===== src/rtl/bcd_serial_add_ctrl_if.sv =====
// Request/result bundle between a BCD request source and the digit-serial adder controller.
interface bcd_serial_add_ctrl_if #(
  parameter int DIGITS = 4
);
  logic                  start;
  logic [4*DIGITS-1:0]   a;
  logic [4*DIGITS-1:0]   b;
  logic                  cin;
  logic                  busy;
  logic                  done;
  logic [4*DIGITS-1:0]   sum;
  logic                  cout;
  logic                  err;

  modport master (
    output start, a, b, cin,
    input  busy, done, sum, cout, err
  );

  modport slave (
    input  start, a, b, cin,
    output busy, done, sum, cout, err
  );
endinterface


===== src/rtl/bcd_serial_add_ctrl.sv =====
// Digit-serial BCD adder sequencer: one shared single-digit BCD cell, LSD first,
// start/busy/done handshake with registered sum, carry-out and invalid-digit flag.
module bcd_serial_add_ctrl #(
  parameter int DIGITS = 4
) (
  input  logic                 clk,
  input  logic                 rst,
  bcd_serial_add_ctrl_if.slave bus
);
  localparam int W  = 4 * DIGITS;
  localparam int KW = (DIGITS > 1) ? $clog2(DIGITS) : 1;
  localparam logic [KW-1:0] K_LAST = KW'(DIGITS - 1);

  localparam logic [1:0] ST_IDLE = 2'd0;
  localparam logic [1:0] ST_ADD  = 2'd1;
  localparam logic [1:0] ST_DONE = 2'd2;

  logic [1:0]    state_reg;
  logic [KW-1:0] k_reg;
  logic          carry_reg;
  logic [W-1:0]  a_reg;
  logic [W-1:0]  b_reg;
  logic [W-1:0]  sum_reg;
  logic [W-1:0]  sum_next;
  logic          cout_reg;
  logic          err_reg;
  logic          busy_reg;
  logic          done_reg;

  logic [3:0]    a_digits [DIGITS];
  logic [3:0]    b_digits [DIGITS];
  logic [3:0]    a_dig;
  logic [3:0]    b_dig;
  logic [4:0]    cell_raw;
  logic [3:0]    cell_s;
  logic          cell_cout;
  logic          dig_invalid;

  // Split latched operands into digits and merge the cell result back into slot k.
  generate
    for (genvar gi = 0; gi < DIGITS; gi++) begin : g_digit
      localparam logic [KW-1:0] GI_K = KW'(gi);
      assign a_digits[gi] = a_reg[4*gi +: 4];
      assign b_digits[gi] = b_reg[4*gi +: 4];
      assign sum_next[4*gi +: 4] = (k_reg == GI_K) ? cell_s : sum_reg[4*gi +: 4];
    end
  endgenerate

  assign a_dig       = a_digits[k_reg];
  assign b_dig       = b_digits[k_reg];
  assign dig_invalid = (a_dig > 4'd9) || (b_dig > 4'd9);

  // Single-digit BCD adder cell; +6 correction folds a binary 10..19 back into BCD.
  always_comb begin
    cell_raw  = {1'b0, a_dig} + {1'b0, b_dig} + {4'd0, carry_reg};
    cell_cout = (cell_raw > 5'd9);
    cell_s    = cell_cout ? (cell_raw[3:0] + 4'd6) : cell_raw[3:0];
  end

  always_ff @(posedge clk) begin
    if (rst) begin
      state_reg <= ST_IDLE;
      k_reg     <= '0;
      carry_reg <= 1'b0;
      a_reg     <= '0;
      b_reg     <= '0;
      sum_reg   <= '0;
      cout_reg  <= 1'b0;
      err_reg   <= 1'b0;
      busy_reg  <= 1'b0;
      done_reg  <= 1'b0;
    end else begin
      case (state_reg)
        ST_ADD: begin
          sum_reg   <= sum_next;
          carry_reg <= cell_cout;
          if (dig_invalid) begin
            err_reg <= 1'b1;
          end
          if (k_reg == K_LAST) begin
            cout_reg  <= cell_cout;
            busy_reg  <= 1'b0;
            done_reg  <= 1'b1;
            state_reg <= ST_DONE;
          end else begin
            k_reg <= k_reg + 1'b1;
          end
        end
        default: begin
          // IDLE and DONE both accept a new request; DONE otherwise falls back to IDLE.
          done_reg <= 1'b0;
          if (bus.start) begin
            a_reg     <= bus.a;
            b_reg     <= bus.b;
            carry_reg <= bus.cin;
            sum_reg   <= '0;
            cout_reg  <= 1'b0;
            err_reg   <= 1'b0;
            k_reg     <= '0;
            busy_reg  <= 1'b1;
            state_reg <= ST_ADD;
          end else begin
            state_reg <= ST_IDLE;
          end
        end
      endcase
    end
  end

  assign bus.busy = busy_reg;
  assign bus.done = done_reg;
  assign bus.sum  = sum_reg;
  assign bus.cout = cout_reg;
  assign bus.err  = err_reg;
endmodule


===== src/flat_wrapper.sv =====
// flat-port wrapper written by rule: the top's interface ports become plain ports
module bcd_serial_add_ctrl_flat 
#(
  parameter int DIGITS = 4
)
  (clk, rst, bus_start, bus_a, bus_b, bus_cin, bus_busy, bus_done, bus_sum, bus_cout, bus_err);
  bcd_serial_add_ctrl_if #(.DIGITS(DIGITS)) bus_i ();
  input  logic clk;
  input  logic rst;
  input wire logic [$bits(bus_i.start)-1:0] bus_start;
  input wire logic [$bits(bus_i.a)-1:0] bus_a;
  input wire logic [$bits(bus_i.b)-1:0] bus_b;
  input wire logic [$bits(bus_i.cin)-1:0] bus_cin;
  output wire logic [$bits(bus_i.busy)-1:0] bus_busy;
  output wire logic [$bits(bus_i.done)-1:0] bus_done;
  output wire logic [$bits(bus_i.sum)-1:0] bus_sum;
  output wire logic [$bits(bus_i.cout)-1:0] bus_cout;
  output wire logic [$bits(bus_i.err)-1:0] bus_err;
  assign bus_i.start = bus_start;
  assign bus_i.a = bus_a;
  assign bus_i.b = bus_b;
  assign bus_i.cin = bus_cin;
  assign bus_busy = bus_i.busy;
  assign bus_done = bus_i.done;
  assign bus_sum = bus_i.sum;
  assign bus_cout = bus_i.cout;
  assign bus_err = bus_i.err;
  bcd_serial_add_ctrl #(.DIGITS(DIGITS)) u_core (.clk(clk), .rst(rst), .bus(bus_i));
endmodule

===== config.mk =====
export PLATFORM = sky130hd
export DESIGN_NAME = bcd_serial_add_ctrl_flat
export DESIGN_NICKNAME = d
export VERILOG_FILES = /design/src/rtl/bcd_serial_add_ctrl_if.sv /design/src/rtl/bcd_serial_add_ctrl.sv /design/src/flat_wrapper.sv
export SDC_FILE = /design/constraint.sdc
export NUM_CORES = 1
export LEC_CHECK = 0
export CORE_MARGIN = 2
export CORE_UTILIZATION = 37
export CTS_CLUSTER_DIAMETER = 100
export DETAILED_ROUTE_END_ITERATION = 10
export GPL_TIMING_DRIVEN = 0
export MAX_ROUTING_LAYER = met4
export PLACE_DENSITY_LB_ADDON = 0.2
export SLEW_MARGIN = 10
export SYNTH_ARGS = -nofsm -noshare
export SYNTH_HDL_FRONTEND = slang
export SYNTH_SLANG_ARGS = --single-unit

===== constraint.sdc =====
create_clock -name clk -period 4.7 [get_ports clk]
set_input_delay 0.47 -clock clk [delete_from_list [all_inputs] [get_ports clk]]
set_output_delay 0.47 -clock clk [all_outputs]
set_load 0.02 [all_outputs]

==> run summary, run 1 <==
Static Leak = 1.28 nW
Post-DP HPWL = 4610 µm
Synth Cell Area = 2540 µm²
die height = 86.9 µm
number of antenna-violating nets in the routed design = 0
Sw Share = 27.4%
TNS Setup = 0 ns
max-cap viol count = 0
Residual DRC = 0
DR iter-0 viols = 125
total CTS buffers = 9
clock skew = 0.0121 ns
num ports = 56
Layout fillers = 670
Worst VDD drop = 0.000165 V
vias = 2158
CP Data Required Time = 4.96 ns
CTS max path bufs = 2
endpoint kind of the worst setup timing path = flip-flop
Horiz. Die Dim = 86.9 µm
post-CTS sizing = 0
power per cell area = 370 nW/µm²
GPL Wtd Cong = 0.772
R2R setup slack = 0.76 ns
synthesized area per cell = 9.14 µm²
distinct cell type count after synthesis = 38
r2r startpoint = u_core.k_reg[0]
wire length per cell = 14.3 µm
number of synthesized register bits = 57
shortest period the worst path allows = 3.94 ns
CP arrival = 4.20 ns
Setup crit start = u_core.k_reg[0]
Final Hold Fails = 0
Startpoint Class = flip-flop
worst setup path endpoint = u_core.bus.sum[14]
Seq/Total Area, Yosys = 44.9%
Core ar. = 6720 µm²
die area = 7550 µm²
initial core utilization = 37.8%
post-CTS setup buffers = 0
syn_nets = 324
worst r2r path cells = 12
Via-to-Cell Ratio = 5.03
clock-pin slew on the worst setup and hold paths = 0.06 ns
Reg-to-Reg End = u_core.bus.sum[14]
pin count of the biggest net entering global routing = 12
clock latency on the worst-skew pair = 0.34 ns
row count = 30
total gr overflow = 0
initial antenna violation count = 0
final setup fails = 0
root buf cell = clkbuf_8
share of cells above drive strength 1 = 11.7%
H-Tree Depth = 3
Synthesis Warnings = 0
worst hold path type = flip-flop to flip-flop
crit-path max FO = 10
Crit Path Category = flip-flop to flip-flop
Fmax = 0.254 GHz
vias in the first global route = 2091
internal power = 0.915 mW
First-pass DRT Iterations = 5
Cells after Synth = 278
I/O Buffers = 55
CTS Hold Buffers Added = 0
worst slew pin tran = 0.615 ns
Slew Viols, Final = 0
outcome = finished clean
Final Power = 1.26 mW
RSZ-0062 raised after global routing = false
CTS tree = built
power share of the combinational group = 19.2%
Max-Slew Margin vs Limit = 59.0%
fin crit share = 83.8%
power share of the clock group = 39.6%
ANT cells = 0
area grow syn2layout = 34.2%
# clock sinks = 57
final net count = 390
Switch Pwr = 0.346 mW
Sequential Power Share = 41.2%
Tot GR Track Use = 17.6%
first-pass GRT wire length = 9920 µm
Routed WL = 6120 µm
-- critical path, stage by stage, from the launching register on --
cell and delay, ns:
dfxtp_1 0.41, buf_2 0.34, mux4_2 0.58, fa_1 0.50, fa_1 0.55, inv_1 0.13, ha_1 0.22, and2b_2 0.21
a31oi_4 0.20, a31o_4 0.24, mux2i_4 0.35, nor2_2 0.07, nor3_2 0.09
-- cells in the final DEF (no fill, tap or decap), drive strengths merged, types with 4 or more instances in the layout --
cell type,n
dfxtp,57
ha,8
a32o,7
inv,5
buf,6
nor2,26
nand2,70
clkinv,4
a21oi,40
clkdlybuf4s50,55
a22oi,6
a32oi,4
clkbuf,19
mux4,8
-- cell type report --
| cell class | instances | area [µm²] | share of cell area [%] |
|---|---|---|---|
| multi-input combinational | 200 | 1310 | 38.4 |
| sequential | 57 | 1140 | 33.5 |
| timing repair buffer | 55 | 551 | 16.1 |
| clock buffer | 9 | 124 | 3.63 |
| tap | 80 | 100 | 2.93 |
| clock inverter | 7 | 95.1 | 2.79 |
| buffer | 16 | 70.1 | 2.05 |
| inverter | 5 | 18.8 | 0.550 |
-- synth_stat cells (all sizes together) --
cell,number,area [µm²]
a211oi,1,7.51
a21o,3,23.8
a21oi,40,200
a22oi,6,45.0
a31o,2,26.3
a31oi,1,21.3
a32o,7,70.1
a32oi,4,35.0
and2,2,12.5
and2b,1,8.76
and3,1,11.3
buf,6,32.5
clkbuf,10,37.5
dfxtp,57,1140
fa,2,40.0
ha,8,100
inv,5,18.8
mux2i,2,32.5
mux4,8,180
nand2,70,263
nand2b,1,6.26
nand3b,1,7.51
nand4,1,6.26
nor2,26,100
nor2b,1,6.26
nor3,2,15.0
o2111a,3,33.8
o21a,1,7.51
o21ai,3,15.0
or3,1,11.3
xnor2,2,25.0
-- layer usage --
| metal | vias to the layer above | routed length (µm) | share of wire [%] | track usage (%) |
|---|---|---|---|---|
| met5 | - | 0 | 0 | - |
| met4 | 0 | 43 | 0.70 | 5.11 |
| met3 | 6 | 328 | 5.4 | 4.55 |
| met2 | 54 | 2940 | 48 | 27.2 |
| met1 | 997 | 2800 | 46 | 22.9 |
| li1 | 1101 | - | - | - |
-- through the flow --
| stage | std cells | utilization [%] | setup WS (ns) | hold slack, ns | instance area (µm²) |
|---|---|---|---|---|---|
| floorplan | 278 | - | 1.13 | 0.433 | 2540 |
| global placement | 413 | 47.5 | 0.767 | 0.439 | 3190 |
| detailed placement | 413 | 47.5 | 0.699 | 0.445 | 3190 |
| CTS | 429 | 50.8 | 0.696 | 0.455 | 3410 |
| global route | 429 | 50.8 | 0.494 | 0.470 | 3410 |
| finish | 429 | 50.8 | 0.760 | 0.452 | 3410 |
-- worst min-delay path by stage --
stage | slack, ns | depth (start not counted) | to | start
6_report | 0.45 | 2 | u_core.a_reg[4] | u_core.a_reg[4]
3_3_place_gp | 0.44 | 2 | u_core.a_reg[1] | u_core.a_reg[1]
2_1_floorplan | 0.43 | 2 | u_core.a_reg[10] | u_core.a_reg[10]
4_1_cts | 0.46 | 2 | u_core.b_reg[15] | u_core.b_reg[15]
5_1_grt | 0.47 | 2 | u_core.b_reg[12] | u_core.b_reg[12]
3_5_place_dp | 0.44 | 2 | u_core.b_reg[15] | u_core.b_reg[15]
-- kinds of logic after synthesis --
family / synth area share [%]
DFF: 44.9
muxes: 8.37
adders and majority gates: 5.51
buffers and inverters: 3.50
AOI/OAI and AO/OA: 19.1
and+or+nand+nor: 17.6
xor gates and xnor gates: 0.985
-- power groups by stage --
stage	combinational, mW	sequential (mW)	clock (mW)
6_report	0.242	0.520	0.499
5_1_grt	0.266	0.522	0.531
4_1_cts	0.244	0.520	0.507
3_5_place_dp	0.243	0.531	0
3_3_place_gp	0.239	0.530	0
2_1_floorplan	0.157	0.532	0
Power figures use the tool's default switching activity.
==> inputs of run 2 (changes only) <==
- clock period: 4.7 -> 3.8 ns (I/O delays scaled with it)
==> run summary, run 2 (synthesis results as in run 1) <==
clock skew = 0.0131 ns (+0.00101 ns)
I/O Buffers = 55 (unchanged)
CP Cell Sequence = buf_12 -> mux4_2 -> fa_2 -> fa_2 -> inv_1 -> ha_1 -> and2b_2 -> a31oi_4 -> a31o_4 -> mux2i_4 -> nor2_2 -> nor3_2
RSZ-0062 raised after global routing = false
first-pass GRT wire length = 9920 µm (about the same)
Core ar. = 6720 µm² (unchanged)
DR iter-0 viols = 134 (+7.2%)
Fmax = 0.277 GHz (+9.2%)
Worst VDD drop = 0.000202 V (+22%)
fin crit share = 94.9% (+11 points)
WHS Path Cells = 2 (unchanged)
endpoint kind of the worst setup timing path = flip-flop
H-Tree Depth = 3 (unchanged)
worst hold start = u_core.a_reg[4]
outcome = finished clean
Via-to-Cell Ratio = 5.04 (+0.28%)
GPL Wtd Cong = 0.772 (unchanged)
most frequent CP cell = fa_2
shortest period the worst path allows = 3.61 ns (-0.333 ns)
root buf cell = clkbuf_8
dpl ws = -0.201 ns (-0.900 ns)
Final Hold Fails = 0 (unchanged)
Tot GR Track Use = 17.6% (unchanged)
CP max-delay cell = fa_2
# clock sinks = 57 (unchanged)
most frequent cells in the layout = nand2_1, dfxtp_1, clkdlybuf4s50_1, a21oi_1, nor2_1
Slew Viols, Final = 0 (unchanged)
wire length per cell = 14.3 µm (+0.49%)
Post-DP HPWL = 4610 µm (unchanged)
Startpoint Class = flip-flop
max-cap viol count = 0 (unchanged)
Residual DRC = 0 (unchanged)
Static Leak = 1.29 nW (+0.68%)
worst r2r path cells = 12 (unchanged)
total gr overflow = 0 (unchanged)
First-pass DRT Iterations = 4 (-1)
initial core utilization = 37.8% (unchanged)
CP arrival = 3.86 ns (-0.34 ns)
R2R setup slack = 0.19 ns (-0.57 ns)
leading cell type in the layout, fill and taps excluded = nand2_1
vias in the first global route = 2095 (+0.19%)
r2r startpoint = u_core.k_reg[0]
share of cells above drive strength 1 = 13.1% (+1.4 points)
number of antenna-violating nets in the routed design = 0 (unchanged)
vias = 2169 (+0.51%)
Crit path largest cell delay = 0.56 ns (-0.02 ns)
power per cell area = 454 nW/µm² (+23%)
Max-Slew Margin vs Limit = 67.2% (+8.3 points)
CTS tree = built
CTS Hold Buffers Added = 0 (unchanged)
Horiz. Die Dim = 86.9 µm (unchanged)
num ports = 56 (unchanged)
initial antenna violation count = 0 (unchanged)
clock latency on the worst-skew pair = 0.33 ns (about the same)
Reg-to-Reg End = u_core.bus.sum[14]
CTS max path bufs = 2 (unchanged)
ANT cells = 0 (unchanged)
final setup margin = 0.193 ns (-0.567 ns)
pin count of the biggest net entering global routing = 12 (unchanged)
Routed WL = 6160 µm (+0.72%)
total CTS buffers = 9 (unchanged)
final setup fails = 0 (unchanged)
die height = 86.9 µm (unchanged)
area grow syn2layout = 35.5%
Crit Path Category = flip-flop to flip-flop
die area = 7550 µm² (unchanged)
WHS Endpoint = u_core.a_reg[4]
final net count = 391 (+0.26%)
row count = 30 (unchanged)
clock-pin slew on the worst setup and hold paths = 0.06 ns (about the same)
CP Data Required Time = 4.06 ns (-0.90 ns)
worst slew pin tran = 0.491 ns (-0.124 ns)
worst hold path type = flip-flop to flip-flop
crit-path max FO = 10 (unchanged)
TNS Setup = 0 ns (unchanged)
## run 2: changes by cell type in the layout (fill, tap and decap cells not counted)
cell,before,now
clkbuf_2,0,1
dfxtp_1,57,56
fa_2,0,2
clkbuf_1,10,9
buf_4,1,2
buf_2,5,4
dfxtp_4,0,1
fa_1,2,0
buf_12,0,1
## run 2: timing repair
action,in CTS,in global routing
gates resized for setup,4,5
setup endpoints to repair,12,9
cloned,0,0
setup buffers,0,1
pin swaps,0,1
## run 2: worst max-delay path by stage
stage	from	to	slack, ns	depth (start not counted)
after floorplan	u_core.k_reg[0]	u_core.bus.sum[10]	0.23	11
after global placement	u_core.k_reg[0]	u_core.bus.sum[6]	-0.13	11
after detailed placement	u_core.k_reg[0]	u_core.bus.sum[14]	-0.20	12
after CTS	u_core.k_reg[0]	u_core.bus.sum[14]	0.02	12
after global routing	u_core.k_reg[0]	u_core.bus.sum[14]	0.03	12
final	u_core.k_reg[0]	u_core.bus.sum[14]	0.19	12
## run 2: report_power, final
part	leakage, nW	total [mW]	switching [mW]	internal, mW
registers	0.466	0.643	0.0165	0.627
clock network	0.109	0.613	0.245	0.368
logic	0.718	0.308	0.164	0.144
## run 2: per-layer routing
| metal | vias to the layer above | wire (µm) | track usage, % |
|---|---|---|---|
| li1 | 1105 | - | - |
| met1 | 1009 | 2770 | 23.0 |
| met2 | 53 | 3080 | 27.1 |
| met3 | 2 | 301 | 4.55 |
| met4 | 0 | 12 | 5.11 |
| met5 | - | 0 | - |
## run 2: worst max-delay path: cells and delay by family (launching register included)
family	cells	cell delay [ns]
buffers and inverters	2	0.27
muxes	2	0.87
AOI/OAI and AO/OA	2	0.43
and+or+nand+nor	3	0.37
adders and majority gates	3	1.22
DFF	1	0.38
## run 2: layout make-up
class                   count  area (µm²)
clock inverters             7        95.1
clock buffers               9         124
fillers                   666        3280
inverters                   5        18.8
well taps                  80         100
repair buffers             56         558
multi-input cells         200        1320
flip-flops and latches     57        1140
plain buffers              16        86.3
## run 2: per-stage QoR
step                util (%)  power, mW  instance area [µm²]  hold slack [ns]  std cells
CTS                     50.9       1.57                 3420            0.455        429
finish                  51.2       1.56                 3440            0.452        430
floorplan                  -      0.852                 2540            0.433        278
global placement        47.5      0.951                 3190            0.439        413
global route            51.2       1.64                 3440            0.470        430
detailed placement      47.5      0.956                 3190            0.445        413
